$ cat src/rtl/stopwatch_ctrl_if.sv
`default_nettype none
// +------------------------------------------------------------------------+
// | stopwatch_ctrl_if                                                       |
// | Bundles the button pulses, the live stopwatch value and the controller |
// | outputs exchanged between stopwatch_ctrl and its environment.          |
// |                                                                        |
// | master : drives btn_start/btn_clear/btn_set/btn_inc and live_bcd,      |
// |          observes the controller outputs.                              |
// | slave  : the controller; consumes the buttons and live_bcd, drives     |
// |          count_enable, load_value_enable, load_bcd, disp_bcd,          |
// |          digit_sel, mode and full.                                     |
// | Revision: 1.0                                                          |
// +------------------------------------------------------------------------+
interface stopwatch_ctrl_if;
  logic        btn_start;
  logic        btn_clear;
  logic        btn_set;
  logic        btn_inc;
  logic [15:0] live_bcd;
  logic        count_enable;
  logic        load_value_enable;
  logic [15:0] load_bcd;
  logic [15:0] disp_bcd;
  logic [1:0]  digit_sel;
  logic [1:0]  mode;
  logic        full;

  modport master (
    output btn_start, btn_clear, btn_set, btn_inc, live_bcd,
    input  count_enable, load_value_enable, load_bcd, disp_bcd,
           digit_sel, mode, full
  );

  modport slave (
    input  btn_start, btn_clear, btn_set, btn_inc, live_bcd,
    output count_enable, load_value_enable, load_bcd, disp_bcd,
           digit_sel, mode, full
  );
endinterface
`default_nettype wire

$ cat src/rtl/stopwatch_ctrl.sv
`default_nettype none
// +------------------------------------------------------------------------+
// | stopwatch_ctrl                                                          |
// | Mode controller for an mm:ss BCD stopwatch: run/pause, lap hold,       |
// | clear, and a four-digit SET editor that loads a new value.             |
// |                                                                        |
// | Ports:                                                                 |
// |   clk  - single clock, rising edge                                     |
// |   rst  - asynchronous active-high reset                                |
// |   bus  - stopwatch_ctrl_if.slave: button pulses and live_bcd in;       |
// |          count_enable, load_value_enable, load_bcd, disp_bcd,          |
// |          digit_sel, mode, full out                                     |
// | Parameter TICK_DIV: clk cycles per counted second (>= 2).              |
// | Revision: 1.0                                                          |
// +------------------------------------------------------------------------+
module stopwatch_ctrl #(
  parameter int unsigned TICK_DIV = 100000000
) (
  input logic             clk,
  input logic             rst,
  stopwatch_ctrl_if.slave bus
);

  localparam int unsigned DIV_W = $clog2(TICK_DIV);
  localparam logic [DIV_W-1:0] DIV_LAST = DIV_W'(TICK_DIV - 1);

  typedef enum logic [1:0] {
    IDLE  = 2'd0,
    RUN   = 2'd1,
    PAUSE = 2'd2,
    SET   = 2'd3
  } state_t;

  state_t           state_q, state_d;
  logic [DIV_W-1:0] div_q, div_d;
  logic             lap_held_q, lap_held_d;
  logic [15:0]      lap_q, lap_d;
  logic [15:0]      edit_q, edit_d;
  logic [1:0]       digit_q, digit_d;
  logic             load_en_q, load_en_d;
  logic [15:0]      load_val_q, load_val_d;

  logic             full;
  logic [3:0]       cur_digit;
  logic [3:0]       digit_max;

  // Tens digits (sec1, min1) wrap after 5, units digits after 9.
  function automatic logic [3:0] digit_inc(input logic [3:0] d, input logic [3:0] max);
    return (d >= max) ? 4'd0 : d + 4'd1;
  endfunction

  assign full      = (bus.live_bcd == 16'h5959);
  assign cur_digit = edit_q[{digit_q, 2'b00} +: 4];
  assign digit_max = digit_q[0] ? 4'd5 : 4'd9;

  always_comb begin
    state_d    = state_q;
    div_d      = '0;
    lap_held_d = lap_held_q;
    lap_d      = lap_q;
    edit_d     = edit_q;
    digit_d    = digit_q;
    load_en_d  = 1'b0;
    load_val_d = '0;

    // Each branch is an if/else-if chain in button priority order, so only
    // the highest-priority pulse is considered even when it is ignored.
    case (state_q)
      IDLE: begin
        if (bus.btn_clear) begin
          load_en_d = 1'b1;
        end else if (bus.btn_start) begin
          state_d = RUN;
        end else if (bus.btn_set) begin
          state_d = SET;
          digit_d = 2'd0;
          edit_d  = bus.live_bcd;
        end
      end

      RUN: begin
        if (bus.btn_clear) begin
          if (lap_held_q) begin
            lap_held_d = 1'b0;
            lap_d      = '0;
          end else begin
            lap_held_d = 1'b1;
            lap_d      = bus.live_bcd;
          end
        end else if (bus.btn_start) begin
          state_d = PAUSE;
        end
        // Reaching 59:59 stops the watch regardless of buttons.
        if (full) begin
          state_d = PAUSE;
        end
        // Divider only advances while staying in RUN, so it is zero on the
        // first RUN cycle and whenever RUN is left.
        if (state_d == RUN) begin
          div_d = (div_q == DIV_LAST) ? '0 : div_q + DIV_W'(1);
        end
      end

      PAUSE: begin
        if (bus.btn_clear) begin
          load_en_d  = 1'b1;
          lap_held_d = 1'b0;
          lap_d      = '0;
          state_d    = IDLE;
        end else if (bus.btn_start) begin
          if (!full) begin
            state_d = RUN;
          end
        end
      end

      SET: begin
        if (bus.btn_clear) begin
          state_d = IDLE;
          digit_d = 2'd0;
        end else if (bus.btn_start) begin
          state_d = SET;
        end else if (bus.btn_set) begin
          if (digit_q == 2'd3) begin
            load_en_d  = 1'b1;
            load_val_d = edit_q;
            state_d    = IDLE;
            digit_d    = 2'd0;
          end else begin
            digit_d = digit_q + 2'd1;
          end
        end else if (bus.btn_inc) begin
          edit_d[{digit_q, 2'b00} +: 4] = digit_inc(cur_digit, digit_max);
        end
      end

      default: state_d = IDLE;
    endcase
  end

  always_ff @(posedge clk or posedge rst) begin
    if (rst) begin
      state_q    <= IDLE;
      div_q      <= '0;
      lap_held_q <= 1'b0;
      lap_q      <= '0;
      edit_q     <= '0;
      digit_q    <= 2'd0;
      load_en_q  <= 1'b0;
      load_val_q <= '0;
    end else begin
      state_q    <= state_d;
      div_q      <= div_d;
      lap_held_q <= lap_held_d;
      lap_q      <= lap_d;
      edit_q     <= edit_d;
      digit_q    <= digit_d;
      load_en_q  <= load_en_d;
      load_val_q <= load_val_d;
    end
  end

  assign bus.count_enable      = (state_q == RUN) && (div_q == DIV_LAST) && !full;
  assign bus.load_value_enable = load_en_q;
  assign bus.load_bcd          = load_val_q;
  assign bus.disp_bcd          = (state_q == SET) ? edit_q :
                                 lap_held_q       ? lap_q  : bus.live_bcd;
  assign bus.digit_sel         = digit_q;
  assign bus.mode              = state_q;
  assign bus.full              = full;

endmodule
`default_nettype wire
$ cat src/flat_wrapper.sv
// flat-port wrapper written by rule: the top's interface ports become plain ports
module stopwatch_ctrl_flat 
#(
  parameter int unsigned TICK_DIV = 100000000
)
  (clk, rst, bus_btn_start, bus_btn_clear, bus_btn_set, bus_btn_inc, bus_live_bcd, bus_count_enable, bus_load_value_enable, bus_load_bcd, bus_disp_bcd, bus_digit_sel, bus_mode, bus_full);
  stopwatch_ctrl_if bus_i ();
  input logic clk;
  input logic rst;
  input wire logic [$bits(bus_i.btn_start)-1:0] bus_btn_start;
  input wire logic [$bits(bus_i.btn_clear)-1:0] bus_btn_clear;
  input wire logic [$bits(bus_i.btn_set)-1:0] bus_btn_set;
  input wire logic [$bits(bus_i.btn_inc)-1:0] bus_btn_inc;
  input wire logic [$bits(bus_i.live_bcd)-1:0] bus_live_bcd;
  output wire logic [$bits(bus_i.count_enable)-1:0] bus_count_enable;
  output wire logic [$bits(bus_i.load_value_enable)-1:0] bus_load_value_enable;
  output wire logic [$bits(bus_i.load_bcd)-1:0] bus_load_bcd;
  output wire logic [$bits(bus_i.disp_bcd)-1:0] bus_disp_bcd;
  output wire logic [$bits(bus_i.digit_sel)-1:0] bus_digit_sel;
  output wire logic [$bits(bus_i.mode)-1:0] bus_mode;
  output wire logic [$bits(bus_i.full)-1:0] bus_full;
  assign bus_i.btn_start = bus_btn_start;
  assign bus_i.btn_clear = bus_btn_clear;
  assign bus_i.btn_set = bus_btn_set;
  assign bus_i.btn_inc = bus_btn_inc;
  assign bus_i.live_bcd = bus_live_bcd;
  assign bus_count_enable = bus_i.count_enable;
  assign bus_load_value_enable = bus_i.load_value_enable;
  assign bus_load_bcd = bus_i.load_bcd;
  assign bus_disp_bcd = bus_i.disp_bcd;
  assign bus_digit_sel = bus_i.digit_sel;
  assign bus_mode = bus_i.mode;
  assign bus_full = bus_i.full;
  stopwatch_ctrl #(.TICK_DIV(TICK_DIV)) u_core (.clk(clk), .rst(rst), .bus(bus_i));
endmodule
$ cat config.mk
export PLATFORM = sky130hd
export DESIGN_NAME = stopwatch_ctrl_flat
export DESIGN_NICKNAME = d
export VERILOG_FILES = /design/src/rtl/stopwatch_ctrl_if.sv /design/src/rtl/stopwatch_ctrl.sv /design/src/flat_wrapper.sv
export SDC_FILE = /design/constraint.sdc
export NUM_CORES = 1
export LEC_CHECK = 0
export CAP_MARGIN = 40
export CORE_MARGIN = 2
export CORE_UTILIZATION = 45
export CTS_BUF_LIST = sky130_fd_sc_hd__clkbuf_16
export DETAILED_ROUTE_END_ITERATION = 8
export HOLD_SLACK_MARGIN = 0.12
export PLACE_DENSITY = 0.76
export SETUP_SLACK_MARGIN = 0.2
export SLEW_MARGIN = 20
export SYNTH_ARGS = -nofsm -noshare
export SYNTH_HDL_FRONTEND = slang
export SYNTH_SLANG_ARGS = --single-unit
$ cat constraint.sdc
create_clock -name clk -period 5.9 [get_ports clk]
set_input_delay 1.77 -clock clk [delete_from_list [all_inputs] [get_ports clk]]
set_output_delay 1.77 -clock clk [all_outputs]
set_load 0.02 [all_outputs]
; ---- After elaboration in Yosys (flattened, before gate mapping)
; Cells that the tools add are included.
[op_classes]
add_sub_neg = 4
muxes = 58
n_shift = 3
n_lt_le_gt_ge = 1
n_eq_ne = 23
n_reduce_logical = 11
[ops]
columns = cell, count
row1 = 2-to-1 mux 16 bit, 17
row2 = 2-to-1 mux 27 bit, 3
row3 = one-hot mux 16 bit (2 select lines), 2
row4 = 2-to-1 mux 2 bit, 21
row5 = adder 27 x 1 -> 27 bit (second input constant), 1
row6 = == test 27 bit (second input constant), 1
row7 = != test 2 bit (second input constant), 9
row8 = bitwise mux 16 bit, 1
row9 = == test 16 x 15 -> 1 bit (second input constant), 1
row10 = variable shift 4 x 6 -> 16 bit (first input constant), 1
row11 = variable part select 16 x 5 -> 4 bit, 1
row12 = variable part select 4 x 6 -> 16 bit, 1
row13 = != test 3 bit (second input constant), 5
row14 = AND reduction 6 bit, 2
row15 = 2-to-1 mux 1 bit, 8
row16 = 2-to-1 mux 4 bit, 2
row17 = one-hot mux 2 bit (4 select lines), 1
row18 = AND reduction 8 bit, 1
row19 = == test 2 bit (second input constant), 3
row20 = negator 4 -> 6 bit, 1
row21 = adder 4 x 1 -> 4 bit (second input constant), 1
row22 = == test 2 x 1 -> 1 bit (second input constant), 2
row23 = >= comparator 4 bit, 1
row24 = != test 4 x 3 -> 1 bit (second input constant), 1
row25 = 10 further kinds, 13
[totals]
out_inout_bits = 39
in_bits = 22
regBits = 81
elab_cells = 108

; ---- Logic depth before layout (Yosys ltp)
[depth]
word_depth = 10
depth_mapped = 10
depth_no_buf = 8

; ---- Least setup slack after synthesis
; Ideal clock, no wire load.
[synth_timing]
path_type = input to output
startpoint = in bus_live_bcd[14]
endpoint = out bus_count_enable
required_ns = 4.130
setup_slack_ns = 1.196
path_buffers = 0
stages = 4
arrival_time_ns = 2.934
cell_sequence = nor4bb_1 -> nand4_1 -> inv_1 -> nor4_1
[synth_via]
elab_chain_len = 3
[synth_lines]
columns = element, line
row1 = "start, declared", flat_wrapper.sv:14  ; input wire logic [$bits(bus_i.live_bcd)-1:0] bus_live_bcd;
row2 = == test 16 x 15 -> 1 bit, stopwatch_ctrl.sv:52  ; assign full = (bus.live_bcd == 16'h5959);
row3 = net bus_full, flat_wrapper.sv:21  ; output wire logic [$bits(bus_i.full)-1:0] bus_full;
row4 = zero test 1 bit, -
row5 = logical AND 1 bit, stopwatch_ctrl.sv:163  ; assign bus.count_enable = (state_q == RUN) && (div_q == DIV_LAST) && !full;
row6 = "end, declared", flat_wrapper.sv:15  ; output wire logic [$bits(bus_i.count_enable)-1:0] bus_count_enable;
; The timed path passes the listed nets, and every way through them passes these cells.

; ---- Worst setup path in the final report
[layout_timing]
startpoint = in bus_live_bcd[6]
endpoint = out bus_full
[layout_via]
elab_chain_len = 1
[layout_lines]
columns = element, line
row1 = == test 16 x 15 -> 1 bit, stopwatch_ctrl.sv:52
row2 = "end, declared", flat_wrapper.sv:21
; Every way passes these cells.

==> results.md <==
* Hold Crit Depth at 1
* GRT Total Usage at 21.5%
* Final setup viols at 0
* Total Die Area at 0.0102 mm²
* Post-synthesis compound-gate area fraction at 14.9%
* Top cell type's share of synthesized area at 47.8%
* PwrDens at 498 mW/mm²
* Cells along the critical path: clkdlybuf4s50_1 -> nor4bb_1 -> nand4_1 -> inv_1 -> clkdlybuf4s50_1
* DRT Pass-1 Iters at 6
* Final Hold Viols at 0
* Worst Hold Class: reg -> reg
* Gpl congestion at 0.851
* Multiplexer share of the synthesized area at 5.90%
* Design Area, Final at 0.00532 mm²
* Seq/Total Area, Yosys at 47.8%
* Worst Hold Launch: u_core.lap_q[10]$_DFFE_PP0P_
* Wire per inst at 17.7 µm
* FF-to-FF Start: u_core.bus.digit_sel[0]$_DFFE_PP0P_
* Largest net degree at the start of global routing at 36
* Worst Setup Start Kind: primary input
* RSZ-0062 raised after global routing: no
* Area Overhead vs Synth at 25.5%
* Die height at 101 µm
* CTS tree: yes
* Most used cell, CP: clkdlybuf4s50_1
* Clock Latency Late Sink at 0.34 ns
* H-tree levels at 3
* Slew margin rel. at 43.0%
* Max Slew Vio Count at 0
* Critical path arrival at 3.85 ns
* Die Wd at 101 µm
* Seq cells post-synth at 81
* F_max at 0.178 GHz
* Outcome: finished, final reports clean
* Yosys cell types at 47
* Slew @ Worst Pin at 0.851 ns
* Post-DP Area at 0.00497 mm²
* Number of global-route vias before repair at 3374
* Crit path setup slack, layout at 0.283 ns
* Max_cap viols at 0
* Core area at 0.00920 mm²
* DRT antenna net count at 0
* Total Power at 2.65 mW
* GRT Residual Overflow at 0
* Post-CTS Hold Fix Bufs at 0
* Hpwl dp at 7.34 mm
* Starting DRT DRC Count at 353
* Max incr delay on CP at 0.62 ns
* Reg-to-reg critical path endpoint: u_core.edit_q[0]$_DFFE_PP0P_
* Post-synth EDFFs at 0
* Largest family of logic cells by synthesized area: simple AND/OR/NAND/NOR gates
* Register-to-Register Path Depth at 7
* Cell with the most instances after synthesis: dfrtp_1
* Clock root buffer: clkbuf_16
* Synth warnings at 0
* Crit-path max FO at 5
* Synth Cell Area at 0.00424 mm²
* Worst Skew at 0.00787 ns
* Post-synth top flop: dfrtp_1
* Share of layout cells above drive strength 1 at 6.97%
* IO Port Bufs at 60
* Vias per inst at 5.97
* Final Net Count at 516
* Peak supply drop at 0.000315 V
* Hold slack at 0.505 ns
* Setup_tns at 0 ns
* Fin crit period at 5.62 ns
* Synth async-reset ratio at 100%
* Non-Filler Instances at 599
* Placed Instances at 583
* Pre-CTS setup slack at 0.321 ns
* Global-route wire length before repair at 17.2 mm
* Detailed Route WL at 10.6 mm
* Total CTS buffers at 9
* Mapped Nets at 456
* Post-Syn Instances at 424
* Clock-pin slew on the worst setup and hold paths at 0.05 ns
* Leading post-synthesis cells by cell area: dfrtp_1, nor2_1, a21oi_1
* Initial antenna violation count at 0
* Antenna cells at 0
* XOR/XNOR Fraction of Synth Area at 5.17%
* Resized cells post-CTS at 0
* Clock Path Buffers at 2
* Via count at 3579
* Drt drc at 0
* Row cnt at 35
* Post-CTS setup buffer count at 0
* Util after Layout at 57.9%
* Simple-gate share of the synthesized area at 20.4%
* CTS sink count at 81
* # IOs at 61
* Cell taking the most area after synthesis: dfrtp_1
* Avg Synthesized Cell Area at 9.99 µm²
* Lkg Pwr at 2.30 nW
* Adder-Cell Fraction of Synth Area at 2.95%
* Crit path required time at 4.13 ns
* Crit Path Class: in -> out
* Hold EP: u_core.lap_q[10]$_DFFE_PP0P_
* Top cells by count, synth: dfrtp_1, nor2_1, a21oi_1, nand2_1
* Critical path's slowest cell: clkdlybuf4s50_1
* Period utilization at 95.2%
* Reg2reg setup slack at 2.84 ns
* Initial Util at 46.1%
* Crit. End Element: primary output
==> power breakdown <==
part / switching (mW) / internal (mW) / total (mW)
logic: 0.670 / 0.508 / 1.18
registers: 0.177 / 0.674 / 0.850
clock network: 0.215 / 0.409 / 0.624
==> cell families after synthesis <==
| logic type | Yosys count |
|---|---|
| and+or+nand+nor | 162 |
| AOI/OAI and AO/OA | 97 |
| DFF | 81 |
| buffers and inverters | 29 |
| xor gates and xnor gates | 25 |
| muxes | 20 |
| adders and majority gates | 10 |
==> area by class of cell <==
type / instances / area, µm²
inverter: 10 / 37.5
tap: 111 / 139
multi-input combinational: 314 / 2090
timing repair buffer: 68 / 692
clock inverter: 6 / 108
clock buffer: 9 / 225
fill: 769 / 3880
sequential: 81 / 2030
==> sequential cells by signal (all words and copies together), names as in the netlist <==
| register | count |
|---|---|
| u_core.lap_q | 16 |
| u_core.div_q | 27 |
| u_core.bus.digit_sel | 2 |
| u_core.bus.load_bcd | 16 |
| u_core.bus.mode | 2 |
| u_core.lap_held_q | 1 |
| u_core.edit_q | 16 |
| u_core.bus.load_value_enable | 1 |
==> cells in the final DEF, fill, tap and decap left out, types with 2 or more instances in the layout <==
| cell | instances |
|---|---|
| dfrtp_1 | 81 |
| clkdlybuf4s50_1 | 60 |
| nor2_1 | 50 |
| a21oi_1 | 34 |
| nand2_1 | 24 |
| o21ai_0 | 18 |
| nand3_1 | 18 |
| and2_1 | 18 |
| xor2_1 | 16 |
| mux2i_1 | 16 |
| a22o_1 | 16 |
| ha_1 | 10 |
| inv_1 | 9 |
| xnor2_1 | 9 |
| nand4_1 | 9 |
| clkbuf_16 | 9 |
| a32oi_1 | 8 |
| and3_1 | 6 |
| and4_1 | 5 |
| nor2b_1 | 5 |
| nor3_1 | 5 |
| o21ai_1 | 4 |
| mux4_2 | 4 |
| a22oi_1 | 4 |
| nor4bb_1 | 4 |
| buf_4 | 4 |
| a211oi_1 | 3 |
| nand2b_1 | 3 |
| bufinv_16 | 3 |
| or3b_2 | 2 |
| a21o_1 | 2 |
| o22ai_1 | 2 |
| nor4_1 | 2 |
| a311oi_1 | 2 |
| buf_8 | 2 |
==> worst max-delay path by stage <==
stage                startpoint                to  slack, ns  cells past startpoint
2_1_floorplan  bus_live_bcd[14]  bus_count_enable       1.20                      4
3_3_place_gp   bus_live_bcd[14]          bus_full       0.31                      5
3_5_place_dp    bus_live_bcd[6]          bus_full       0.32                      5
4_1_cts         bus_live_bcd[6]          bus_full       0.31                      5
5_1_grt         bus_live_bcd[6]  bus_count_enable       0.20                      6
6_report        bus_live_bcd[6]          bus_full       0.28                      5
==> critical path: cells and delay by family <==
family / cells / cell delay (ns)
buffers and inverters: 3 / 1.35
and+or+nand+nor: 2 / 0.72
==> layer usage <==
metal	vias up	track usage, %	wire [µm]
met3	15	2.70	733
met4	0	7.59	152
met1	1767	31.7	4810
li1	1648	-	-
met2	149	32.8	4880
met5	-	0	0
(Power assumes the default switching activity.)
